File: src/rtl/conv_pool_scan_ctrl.sv
// -----------------------------------------------------------------------------
// conv_pool_scan_ctrl
// Raster-scan controller for a KxK / stride-2 window pooling engine. It reads
// the input image once in row-major order, drives the window_buffer shift
// enable one cycle behind each read, and raises a pooled-result write two
// cycles after the read of every pixel that completes a window.
//
// Ports
//   clk_i      : clock, rising edge
//   rst_i      : asynchronous active-high reset
//   start_i    : begin a full-image scan (honoured in IDLE only)
//   abort_i    : cancel a scan in RUN/DRAIN; block is IDLE on the next cycle
//   rd_addr_o  : input RAM read address (row-major pixel index)
//   rd_en_o    : read issued this cycle
//   sh_en_o    : window_buffer shift enable (rd_en_o delayed one cycle)
//   wr_addr_o  : output RAM write address (pooled-result index)
//   wr_en_o    : pooled result valid this cycle
//   busy_o     : scan in progress (RUN or DRAIN)
//   done_o     : one-cycle completion pulse
// -----------------------------------------------------------------------------
module conv_pool_scan_ctrl #(
  parameter int ADDR_WIDTH  = 16,
  parameter int N_ROWS      = 108,
  parameter int N_COLS      = 160,
  parameter int KERNEL_SIZE = 4
) (
  input  logic                  clk_i,
  input  logic                  rst_i,
  input  logic                  start_i,
  input  logic                  abort_i,
  output logic [ADDR_WIDTH-1:0] rd_addr_o,
  output logic                  rd_en_o,
  output logic                  sh_en_o,
  output logic [ADDR_WIDTH-1:0] wr_addr_o,
  output logic                  wr_en_o,
  output logic                  busy_o,
  output logic                  done_o
);

  localparam int   ROW_W = (N_ROWS > 1) ? $clog2(N_ROWS) : 1;
  localparam int   COL_W = (N_COLS > 1) ? $clog2(N_COLS) : 1;
  localparam int   K_M1  = KERNEL_SIZE - 1;
  // Window origins sit on even offsets from K-1, so only the LSB parity of
  // row/col relative to K-1 matters.
  localparam logic K_PAR = 1'(K_M1 % 2);

  if (64'(N_ROWS) * 64'(N_COLS) > (64'd1 << ADDR_WIDTH)) begin : g_bad_addr
    $error("conv_pool_scan_ctrl: image does not fit in ADDR_WIDTH");
  end
  if (KERNEL_SIZE > N_ROWS || KERNEL_SIZE > N_COLS) begin : g_bad_kernel
    $error("conv_pool_scan_ctrl: KERNEL_SIZE larger than image");
  end

  typedef enum logic [1:0] {S_IDLE, S_RUN, S_DRAIN, S_DONE} state_t;

  state_t                r_state, w_next;
  logic [ROW_W-1:0]      r_row;
  logic [COL_W-1:0]      r_col;
  logic [ADDR_WIDTH-1:0] r_rd_addr;
  logic [ADDR_WIDTH-1:0] r_wr_addr;
  logic                  r_drain_cnt;
  logic                  r_sh;
  // [0]: window-complete read one cycle ago, [1]: two cycles ago (= write)
  logic [1:0]            r_win_pipe;

  logic w_last, w_win, w_start, w_flush, w_run;

  assign w_run   = (r_state == S_RUN);
  assign w_last  = (r_row == ROW_W'(N_ROWS - 1)) && (r_col == COL_W'(N_COLS - 1));
  assign w_win   = (r_row >= ROW_W'(K_M1)) && (r_col >= COL_W'(K_M1)) &&
                   (r_row[0] == K_PAR) && (r_col[0] == K_PAR);
  assign w_start = (r_state == S_IDLE) && start_i && !abort_i;
  assign w_flush = abort_i && (w_run || (r_state == S_DRAIN));

  always_ff @(posedge clk_i or posedge rst_i) begin
    if (rst_i) r_state <= S_IDLE;
    else       r_state <= w_next;
  end

  always_comb begin
    w_next = r_state;
    case (r_state)
      S_IDLE:  if (w_start) w_next = S_RUN;
      S_RUN:   if (abort_i) w_next = S_IDLE;
               else if (w_last) w_next = S_DRAIN;
      S_DRAIN: if (abort_i) w_next = S_IDLE;
               else if (r_drain_cnt) w_next = S_DONE;
      S_DONE:  w_next = S_IDLE;
      default: w_next = S_IDLE;
    endcase
  end

  always_ff @(posedge clk_i or posedge rst_i) begin
    if (rst_i) begin
      r_row       <= '0;
      r_col       <= '0;
      r_rd_addr   <= '0;
      r_wr_addr   <= '0;
      r_drain_cnt <= 1'b0;
      r_sh        <= 1'b0;
      r_win_pipe  <= '0;
    end else begin
      if (w_start) begin
        r_row     <= '0;
        r_col     <= '0;
        r_rd_addr <= '0;
      end else if (w_run && !w_last) begin
        r_rd_addr <= r_rd_addr + ADDR_WIDTH'(1);
        if (r_col == COL_W'(N_COLS - 1)) begin
          r_col <= '0;
          r_row <= r_row + ROW_W'(1);
        end else begin
          r_col <= r_col + COL_W'(1);
        end
      end

      if (w_start)            r_wr_addr <= '0;
      else if (r_win_pipe[1]) r_wr_addr <= r_wr_addr + ADDR_WIDTH'(1);

      // Two DRAIN cycles: flag low in the first, high in the second.
      r_drain_cnt <= (r_state == S_DRAIN) && !r_drain_cnt;

      // Abort kills in-flight shift/write flags so nothing leaks after IDLE.
      if (w_flush) begin
        r_sh       <= 1'b0;
        r_win_pipe <= '0;
      end else begin
        r_sh       <= w_run;
        r_win_pipe <= {r_win_pipe[0], w_run && w_win};
      end
    end
  end

  assign rd_addr_o = r_rd_addr;
  assign rd_en_o   = w_run;
  assign sh_en_o   = r_sh;
  assign wr_addr_o = r_wr_addr;
  assign wr_en_o   = r_win_pipe[1];
  assign busy_o    = w_run || (r_state == S_DRAIN);
  assign done_o    = (r_state == S_DONE);

endmodule

File: config.mk
export PLATFORM = sky130hd
export DESIGN_NAME = conv_pool_scan_ctrl
export DESIGN_NICKNAME = d
export VERILOG_FILES = /design/src/rtl/conv_pool_scan_ctrl.sv
export SDC_FILE = /design/constraint.sdc
export NUM_CORES = 1
export LEC_CHECK = 0
export ABC_AREA = 1
export CORE_MARGIN = 3
export CORE_UTILIZATION = 26
export CTS_BUF_LIST = sky130_fd_sc_hd__clkbuf_16
export CTS_CLUSTER_DIAMETER = 120
export CTS_CLUSTER_SIZE = 28
export DETAILED_ROUTE_END_ITERATION = 6
export SETUP_SLACK_MARGIN = 0.5
export SLEW_MARGIN = 10
export SYNTH_ARGS = -nofsm -noshare
export SYNTH_HDL_FRONTEND = slang
export SYNTH_SLANG_ARGS = --single-unit
export TNS_END_PERCENT = 50
File: constraint.sdc
create_clock -name clk_i -period 1.6 [get_ports clk_i]
set_input_delay 0.32 -clock clk_i [delete_from_list [all_inputs] [get_ports clk_i]]
set_output_delay 0.32 -clock clk_i [all_outputs]
set_load 0.01 [all_outputs]
==> impl_metrics.yaml <==
cts:
  cts_tree: "done"
  insertion_delay_ns: 0.29
  numCtsBuffers: 5
  cts_sinks: 53
  clk_path_buf_depth: 2
  path_clk_slew_ns: 0.07
  htreeDepth: 2
  root_buffer: "clkbuf_16"
  cts_hold_buf: 0
timing:
  final.period_utilization: 0.939
  fin_skew_ns: 0.0122
  hold_violations: 0
  worst_slew_pin_slew_ns: 0.298
  slew_viol_final: 0
  slew_headroom: 0.802
  setup_viol: 0
  rsz0062_at_grt: "true"
  period_needed_ns: 1.50
  max_freq_mhz: 666
  hold-worst-slack_ns: 0.450
finish:
  final_common_cell: "nand2_1"
  layout.nets: 568
  area_growth_pct: 49.4
  mostFrequentLayoutCells: "139 x nand2_1, 56 x buf_4, 52 x nor2_1"
  drive_above_1_share: 0.315
  diodes: 0
placement:
  gp_congestion: 0.883
  dp_hpwl_mm: 5.80
  portBuffers: 40
synthesis:
  synth_area_um2: 3170
  avgSynthCellArea_um2: 7.13
  synthesis.nets: 457
  yosys_register_bits: 53
  ys_types: 31
  seq_area_frac_synth: 0.419
  syn-instance-count: 444
  ys_warn_count: 0
die:
  ios: 41
  dieWidth_um: 116
  fp.dieH_um: 116
  die_area_um2: 13500
  start_util: 0.272
  rows: 39
  coreArea_um2: 11700
critical_path:
  reg2reg_from: "r_state[0]"
  crit_type: "reg -> reg"
  worst_setup_path_start_kind: "register"
  cpMaxStageDelayCell: "dfrtp_2"
  reg2reg_slack_ns: 0.1
  arrival_ns: 1.68
  end_kind: "register"
  rr_endpoint: "rd_addr_o[8]"
  crit_required_ns: 1.78
  rr_worst_depth: 9
  crit_path_cell_trace: "inv_2 > ha_4 > nand3_4 > buf_4 > nand2_4 > inv_6 > clkbuf_16 > nand2_1 > nand2_1"
  critical_path_buf_inv_count: 4
  slowest_delay_ns: 0.44
  cpMostUsedCell: "nand2_1"
  cp_top_family: "buffers and inverters"
  critical_path.max_fanout: 10
flow_run:
  maxCapViolations: 0
route:
  routed_via_density: 4.72
  routed.top_layer: "met4"
  wl_met1_mm: 4.04
  wl_mm: 8.86
  drc: 0
  routed-via-count: 3299
  met3WireLength_um: 284
  firstDrtPassIters: 4
  wl_per_cell_um: 12.7
  antenna_left: 0
  drt_iter0_drc: 118
  met2WireLength_mm: 4.41
hold_path:
  hold_depth: 1
  worstHoldPathType: "reg -> reg"
  min-delay-start: "r_drain_cnt"
  whs_endpoint: "r_drain_cnt"
status:
  status: "finished, final reports clean"
grt:
  grt_pass1_wl_mm: 14.4
  grt_max_degree: 54
  grt-ovfl-total: 0
  grt_pass1_vias: 3178
  gr-usage-all-layers: 0.127
  antenna_found_initial: 0
pwr:
  power_w: 0.00565
  p_leak_nw: 2.30
  power_density_nw_per_um2: 1200
  ir_drop_mv: 0.605
-- cell usage after synthesis (all sizes together) --
cell      n  area (um2)
nand2   149         572
nor2     64         253
dfrtp    53        1330
inv      48         180
nand3    33         170
nand4    26         163
o21ai    17        85.1
ha        9         113
a21oi     7        35.0
xor2      7        61.3
buf       6        48.8
clkbuf    3        11.3
nor4      3        18.8
o21bai    3        22.5
or2       3        18.8
a211oi    2        15.0
nor3      2        10.0
nor3b     2        15.0
xnor2     2        17.5
a21boi    1        7.51
a31oi     1        6.26
and2      1        6.26
and3      1        6.26
clkinv    1        5.00
-- per-layer routing --
| layer | GRT usage | up-vias |
|---|---|---|
| li1 | - | 1655 |
| met4 | 0.0294 | 0 |
| met2 | 0.219 | 58 |
| met1 | 0.165 | 1573 |
| met5 | 0 | - |
| met3 | 0.0244 | 13 |
-- registers in the layout (all words and copies together) (netlist names) --
name	flops
rd_addr_o	16
wr_addr_o	16
r_col	8
r_row	7
r_state	2
r_win_pipe	2
r_drain_cnt	1
sh_en_o	1
-- area by class of cell --
cell class	count	area, um2
repair buffers	113	992
inverters	49	199
clock buffers	5	125
well taps	143	179
fillers	1142	6930
clock inverters	3	17.5
multi-input cells	333	1880
flip-flops and latches	53	1340
-- cells by family (layout without fill, tap and decap cells) --
kind of cell	Yosys count	count (layout)	synth area share
and+or+nand+nor	284	284	0.389
buffers and inverters	58	170	0.0774
DFF	53	53	0.419
AOI/OAI and AO/OA	31	31	0.0541
adders and majority gates	9	9	0.0356
xor gates and xnor gates	9	9	0.0249
-- through the flow --
step,instance area (um2),util,setup TNS (ns),instances,setup slack [ns]
floorplan,3170,-,0,444,0.0916
global placement,3990,0.342,-2.92,654,-0.132
detailed placement,3990,0.342,-3.82,654,-0.186
CTS,4320,0.370,0,687,0.116
global route,4730,0.406,-0.0735,699,-0.0159
finish,4730,0.406,0,699,0.0975
-- power breakdown --
group | switching [W] | internal, W | total (W)
sequential | 0.000178 | 0.00154 | 0.00172
combinational | 0.00149 | 0.00137 | 0.00286
clock | 0.000492 | 0.000579 | 0.00107
total | 0.00216 | 0.00349 | 0.00565
-- repair_timing --
item | in CTS | in global routing
setup endpoints to repair | 88 | 90
resized for setup | 143 | 78
pin swaps | 2 | 20
cloned | 0 | 1
setup buffers | 25 | 11
-- how the worst max path moves through the flow --
stage	start	endpoint	slack (ns)	depth (start not counted)
2_1_floorplan	r_state[0]	r_row[4]	0.09	8
3_3_place_gp	abort_i	rd_addr_o[8]	-0.13	8
3_5_place_dp	abort_i	wr_addr_o[1]	-0.19	7
4_1_cts	r_row[0]	r_col[4]	0.12	12
5_1_grt	r_row[1]	r_col[7]	-0.02	12
6_report	r_state[0]	rd_addr_o[8]	0.1	9
-- worst register-to-register path: stages, from the launching register on --
cell       delay, ns
dfrtp_2         0.44
inv_2           0.09
ha_4            0.14
nand3_4         0.15
buf_4           0.19
nand2_4         0.08
inv_6           0.05
clkbuf_16       0.16
nand2_1         0.06
nand2_1         0.04
Power figures use the tool's default switching activity.
